File: config.mk
export PLATFORM = sky130hd
export DESIGN_NAME = rv_regf_mp
export DESIGN_NICKNAME = d
export VERILOG_FILES = /design/src/rtl/rv_regf_mp_pkg.sv /design/src/rtl/rv_regf_scoreboard.sv /design/src/rtl/rv_regf_mp.sv
export SDC_FILE = /design/constraint.sdc
export NUM_CORES = 1
export LEC_CHECK = 0
export BUFFER_PORTS_ARGS = -buffer_cell sky130_fd_sc_hd__buf_2
export CAP_MARGIN = 5
export CORE_UTILIZATION = 56
export CTS_BUF_LIST = sky130_fd_sc_hd__clkbuf_8
export CTS_CLUSTER_DIAMETER = 100
export DETAILED_ROUTE_END_ITERATION = 8
export PLACE_DENSITY = 0.73
export SKIP_LAST_GASP = 1
export SYNTH_ARGS = -nofsm -noshare
export SYNTH_HDL_FRONTEND = slang
export SYNTH_HIERARCHICAL = 1
export SYNTH_SLANG_ARGS = --single-unit
File: constraint.sdc
create_clock -name clk -period 4.7 [get_ports clk]
set_clock_uncertainty 0.15 [all_clocks]
set_input_delay 0.235 -clock clk [delete_from_list [all_inputs] [get_ports clk]]
set_output_delay 0.235 -clock clk [all_outputs]
set_load 0.05 [all_outputs]
File: src/rtl/rv_regf_mp_pkg.sv
// Shared types for the rv32 multi-port register file: address/data typedefs,
// sequencer states and the x0 constant.
package rv_regf_mp_pkg;

  localparam int XLEN_DEF = 32;

  typedef logic [4:0]          u5_t;
  typedef logic [XLEN_DEF-1:0] xword_t;

  typedef enum logic {
    CLEAR = 1'b0,
    READY = 1'b1
  } regf_state_e;

  localparam u5_t REG_X0 = 5'd0;

  // True for a writable/readable architectural register (not x0, inside the file).
  function automatic logic addr_ok(input u5_t a, input int nregs);
    return (a != REG_X0) && (int'(a) < nregs);
  endfunction

endpackage

File: src/rtl/rv_regf_scoreboard.sv
// Per-register pending bits for long-latency results, with mark > flush > write
// priority, plus a raw lookup for every read port.
module rv_regf_scoreboard
  import rv_regf_mp_pkg::*;
#(
  parameter int NREGS = 32,
  parameter int NRD   = 2
) (
  input  logic             clk,
  input  logic             reset,
  input  logic             active,
  input  logic             wr_en,
  input  u5_t              wr_addr,
  input  logic             mark_en,
  input  u5_t              mark_addr,
  input  logic             flush,
  input  logic [NRD*5-1:0] rd_addr,
  output logic [NRD-1:0]   pend_lkp
);

  localparam int AW = $clog2(NREGS);

  logic [NREGS-1:0] pend_reg;
  logic [NREGS-1:0] pend_next;
  logic             wr_hit;
  logic             mark_hit;
  logic             flush_hit;

  assign wr_hit    = active && wr_en   && addr_ok(wr_addr, NREGS);
  assign mark_hit  = active && mark_en && addr_ok(mark_addr, NREGS);
  assign flush_hit = active && flush;

  // Later assignments win: a fresh mark overrides both flush and retiring write.
  always_comb begin
    pend_next = pend_reg;
    if (flush_hit) pend_next = '0;
    if (wr_hit)    pend_next[wr_addr[AW-1:0]] = 1'b0;
    if (mark_hit)  pend_next[mark_addr[AW-1:0]] = 1'b1;
  end

  always_ff @(posedge clk) begin
    if (reset) pend_reg <= '0;
    else       pend_reg <= pend_next;
  end

  for (genvar gi = 0; gi < NRD; gi++) begin : g_lkp
    u5_t a;
    assign a            = rd_addr[gi*5 +: 5];
    assign pend_lkp[gi] = addr_ok(a, NREGS) ? pend_reg[a[AW-1:0]] : 1'b0;
  end

endmodule

File: src/rtl/rv_regf_mp.sv
// Parametrised multi-read-port integer register file with write bypass,
// pending scoreboard and a post-reset clear sequencer.
module rv_regf_mp
  import rv_regf_mp_pkg::*;
#(
  parameter int XLEN         = 32,
  parameter int NREGS        = 32,
  parameter int NRD          = 2,
  parameter bit BYPASS       = 1'b1,
  parameter bit CLR_ON_RESET = 1'b1
) (
  input  logic                clk,
  input  logic                reset,
  input  logic [NRD*5-1:0]    rd_addr,
  output logic [NRD*XLEN-1:0] rd_data,
  output logic [NRD-1:0]      rd_pend,
  input  logic                wr_en,
  input  logic [4:0]          wr_addr,
  input  logic [XLEN-1:0]     wr_data,
  input  logic                mark_en,
  input  logic [4:0]          mark_addr,
  input  logic                flush,
  output logic                ready
);

  localparam int  AW       = $clog2(NREGS);
  localparam u5_t LAST_IDX = u5_t'(NREGS - 1);

  regf_state_e       state_reg, state_next;
  u5_t               cnt_reg, cnt_next;
  logic              ready_reg;
  logic              clr_we;
  logic              active;
  logic              wr_hit;
  logic              mark_hit;
  logic [NRD-1:0]    sb_pend;
  logic [XLEN-1:0]   regf [NREGS];

  assign active   = (state_reg == READY);
  assign wr_hit   = active && wr_en   && addr_ok(wr_addr, NREGS);
  assign mark_hit = active && mark_en && addr_ok(mark_addr, NREGS);
  assign ready    = ready_reg;

  always_comb begin
    state_next = state_reg;
    cnt_next   = cnt_reg;
    clr_we     = 1'b0;
    case (state_reg)
      CLEAR: begin
        clr_we   = 1'b1;
        cnt_next = cnt_reg + 5'd1;
        if (cnt_reg == LAST_IDX) state_next = READY;
      end
      default: ;
    endcase
  end

  // ready lags the state by one edge so it is low in the first cycle after reset.
  always_ff @(posedge clk) begin
    if (reset) begin
      state_reg <= CLR_ON_RESET ? CLEAR : READY;
      cnt_reg   <= 5'd1;
      ready_reg <= 1'b0;
    end else begin
      state_reg <= state_next;
      cnt_reg   <= cnt_next;
      ready_reg <= (state_reg == READY);
    end
  end

  // Contents survive reset; only the sequencer zeroes them.
  always_ff @(posedge clk) begin
    if (!reset) begin
      if (clr_we)      regf[cnt_reg[AW-1:0]] <= '0;
      else if (wr_hit) regf[wr_addr[AW-1:0]] <= wr_data;
    end
  end

  rv_regf_scoreboard #(
    .NREGS (NREGS),
    .NRD   (NRD)
  ) u_sb (
    .clk       (clk),
    .reset     (reset),
    .active    (active),
    .wr_en     (wr_en),
    .wr_addr   (wr_addr),
    .mark_en   (mark_en),
    .mark_addr (mark_addr),
    .flush     (flush),
    .rd_addr   (rd_addr),
    .pend_lkp  (sb_pend)
  );

  for (genvar gi = 0; gi < NRD; gi++) begin : g_rd
    u5_t  a;
    logic ok;
    logic byp;
    assign a   = rd_addr[gi*5 +: 5];
    assign ok  = active && addr_ok(a, NREGS);
    assign byp = BYPASS && wr_hit && (wr_addr == a);
    assign rd_data[gi*XLEN +: XLEN] = !ok ? '0 : (byp ? wr_data : regf[a[AW-1:0]]);
    assign rd_pend[gi] = !ok ? 1'b0 : (byp ? (mark_hit && (mark_addr == a)) : sb_pend[gi]);
  end

endmodule

==> impl_metrics.env <==
export IMPL_outcome="completed"
export IMPL_cp_arrival_ps=3770
export IMPL_synth_area_um2=51000
export IMPL_post_synth_cell_area_avg_um2=17.0
export IMPL_final_cells=4503
export IMPL_worst_slew_pin_slew_ps=1340
export IMPL_place_gp_congestion=0.919
export IMPL_root_buffer="clkbuf_8"
export IMPL_cap_violations=0
export IMPL_layout_drive_gt1_share_pct=29.5
export IMPL_drtAntennaViolNets=0
export IMPL_grt_pass1_wl_um=232000
export IMPL_tns_ps=0
export IMPL_portBuffers=123
export IMPL_syn_inst=2992
export IMPL_pre_cts_ws_ps=966
export IMPL_synth_largest_area_cell="edfxtp_1"
export IMPL_dieArea_um2=92200
export IMPL_powerDensity_nw_per_um2=344
export IMPL_design_portCount=124
export IMPL_drt_initial_drc_count=4931
export IMPL_floorplan_rows=110
export IMPL_crit_type="in2out"
export IMPL_grt_ovfl_total=0
export IMPL_relSlewSlack_pct=10.8
export IMPL_path_cells="dlygate4sd3_1 -> buf_2 -> nor4_2 -> a21o_1 -> nor3_2 -> nor2_4 -> buf_4 -> a32o_1 -> buf_2"
export IMPL_h_tree_depth=4
export IMPL_core_area_um2=90100
export IMPL_chipWidth_um=304
export IMPL_critPathLaunchType="primary input"
export IMPL_clockBufferDepth=3
export IMPL_start_util_pct=56.5
export IMPL_synthTopCellsByCount="edfxtp_1, mux4_2, mux2i_1"
export IMPL_globalRouteTotalUtil_pct=35.0
export IMPL_finalCritPeriodShare_pct=88.5
export IMPL_vias_per_cell=7.39
export IMPL_slowest_stage="nor2_4"
export IMPL_cts_setup_buffers=0
export IMPL_p_leak_nw=17.9
export IMPL_antenna_found_initial=4
export IMPL_hold_path_class="in2reg"
export IMPL_first_pass_iters=6
export IMPL_synthArstFlopShare_pct=0
export IMPL_grt_pass1_vias=33500
export IMPL_dp_cells=4160
export IMPL_synth_main_ff_cell="edfxtp_1"
export IMPL_synth_top_area_share_pct=60.3
export IMPL_slew_violations=0
export IMPL_worst_ep_required_time_ps=4320
export IMPL_cts_resized=0
export IMPL_ys_seq_elements=1063
export IMPL_grt_setup_unrepaired="false"
export IMPL_vias=33300
export IMPL_cts_sinks=1063
export IMPL_yosysSeqAreaShare_pct=61.9
export IMPL_crit_path_end_kind="output pin"
export IMPL_hpwl_um=95400
export IMPL_drt_wl_total_um=161000
export IMPL_fmax_mhz=241
export IMPL_vdd_drop_max_mv=0.300
export IMPL_crit_path_max_fanout=24
export IMPL_drc=0
export IMPL_worst_slack_ps=542
export IMPL_critical_path_max_stage_delay_ps=940
export IMPL_cp_common_cell="buf_2"
export IMPL_fin_nets=3248
export IMPL_setup_violations=0
export IMPL_ys_types=58
export IMPL_cts_buffers_inserted=170
export IMPL_ys_warn_count=6
export IMPL_wl_per_cell_um=35.8
export IMPL_die_h_um=304
export IMPL_grt_max_degree=83
export IMPL_area_growth_pct=11.8
export IMPL_syn_num_nets=3051
export IMPL_yosysMostFrequentCell="edfxtp_1"
export IMPL_power_mw=19.6
export IMPL_path_clk_slew_ps=60
export IMPL_synth_edff_count=1024
export IMPL_cts_tree="built"
export IMPL_final_core_util_pct=63.2
export IMPL_clock_latency_ps=860
export IMPL_synthTopCellsByArea="edfxtp_1, mux4_2, mux2i_1, mux2_2, a22oi_1"
export IMPL_largest_reg_flops=1024
export IMPL_ctsHoldBuffers=33
export IMPL_fin_crit_ps=4160
export IMPL_hold_viol=0
==> cell usage in the layout (no fill, tap or decap), types with 24 or more instances in the layout <==
master / synthesis / routed
mux2_2: 96 / 96
o21ai_0: 40 / 40
dfxtp_1: 39 / 39
o211ai_1: 58 / 58
a211oi_1: 24 / 24
mux4_2: 365 / 365
inv_1: 4 / 50
mux2i_1: 297 / 297
buf_4: 17 / 101
dlygate4sd3_1: 0 / 33
edfxtp_1: 1024 / 1024
a21oi_1: 50 / 49
nor2_1: 74 / 36
and2_1: 35 / 34
nand3_1: 43 / 43
buf_2: 79 / 114
o2111ai_1: 32 / 32
nand2_1: 159 / 158
clkbuf_8: 0 / 171
a32o_1: 64 / 64
clkinv_1: 0 / 47
a22oi_1: 106 / 106
nor2_4: 0 / 38
nand3b_1: 38 / 38
==> critical path: cells and delay by family <==
family	cells	cell delay (ps)
compound gates	2	550
simple gates	3	1570
buf+inv	4	1400
==> layer usage <==
layer / up-vias / track usage (%) / part of all wire (%)
met3: 494 / 10.7 / 14
li1: 13000 / - / -
met1: 17000 / 46.2 / 35
met4: 4 / 17.5 / 5.0
met2: 2746 / 52.9 / 46
met5: - / 0 / 0.017
==> cells by family after synthesis <==
kind of cell	share of synthesized area, %
adders and majority gates	0.0491
xor gates and xnor gates	0.378
DFF	61.9
muxes	24.3
AOI/OAI and AO/OA	7.03
and+or+nand+nor	4.06
buffers and inverters	2.33
==> layout make-up <==
type,instances,area (um^2)
Tap cell,1176,1470
Antenna cell,2,5.00
Clock inverter,138,873
Inverter,4,16.3
Sequential cell,1063,31500
Timing Repair Buffer,274,2150
Multi-Input combinational cell,1676,18600
Fill cell,6315,33100
Clock buffer,170,2340
==> where the power goes <==
part | switching, mW | leakage, nW | internal [mW] | total [mW]
combinational | 0.963 | 7.26 | 0.598 | 1.56
clock | 3.83 | 1.82 | 3.86 | 7.68
sequential | 0.0420 | 8.80 | 10.3 | 10.4
==> worst paths after layout <==
check | from | endpoint | slack (ps) | depth (start not counted)
worst min register to register | u_sb/pend_reg[0] | u_sb/pend_reg[0] | 330 | 1
worst max register to register | active | regf[18][0] | 1100 | 6
worst max-delay path | wr_addr[4] | rd_data[27] | 540 | 9
worst min-delay path | wr_data[10] | regf[15][10] | 130 | 2
==> through the flow <==
| stage | instance area, um^2 | hold slack, ps |
|---|---|---|
| floorplan | 51000 | 186 |
| global placement | 53500 | 293 |
| detailed placement | 53500 | 310 |
| CTS | 57000 | 78.8 |
| global route | 57000 | 185 |
| finish | 57000 | 132 |
Note: power is estimated with default switching activity, not from simulation.
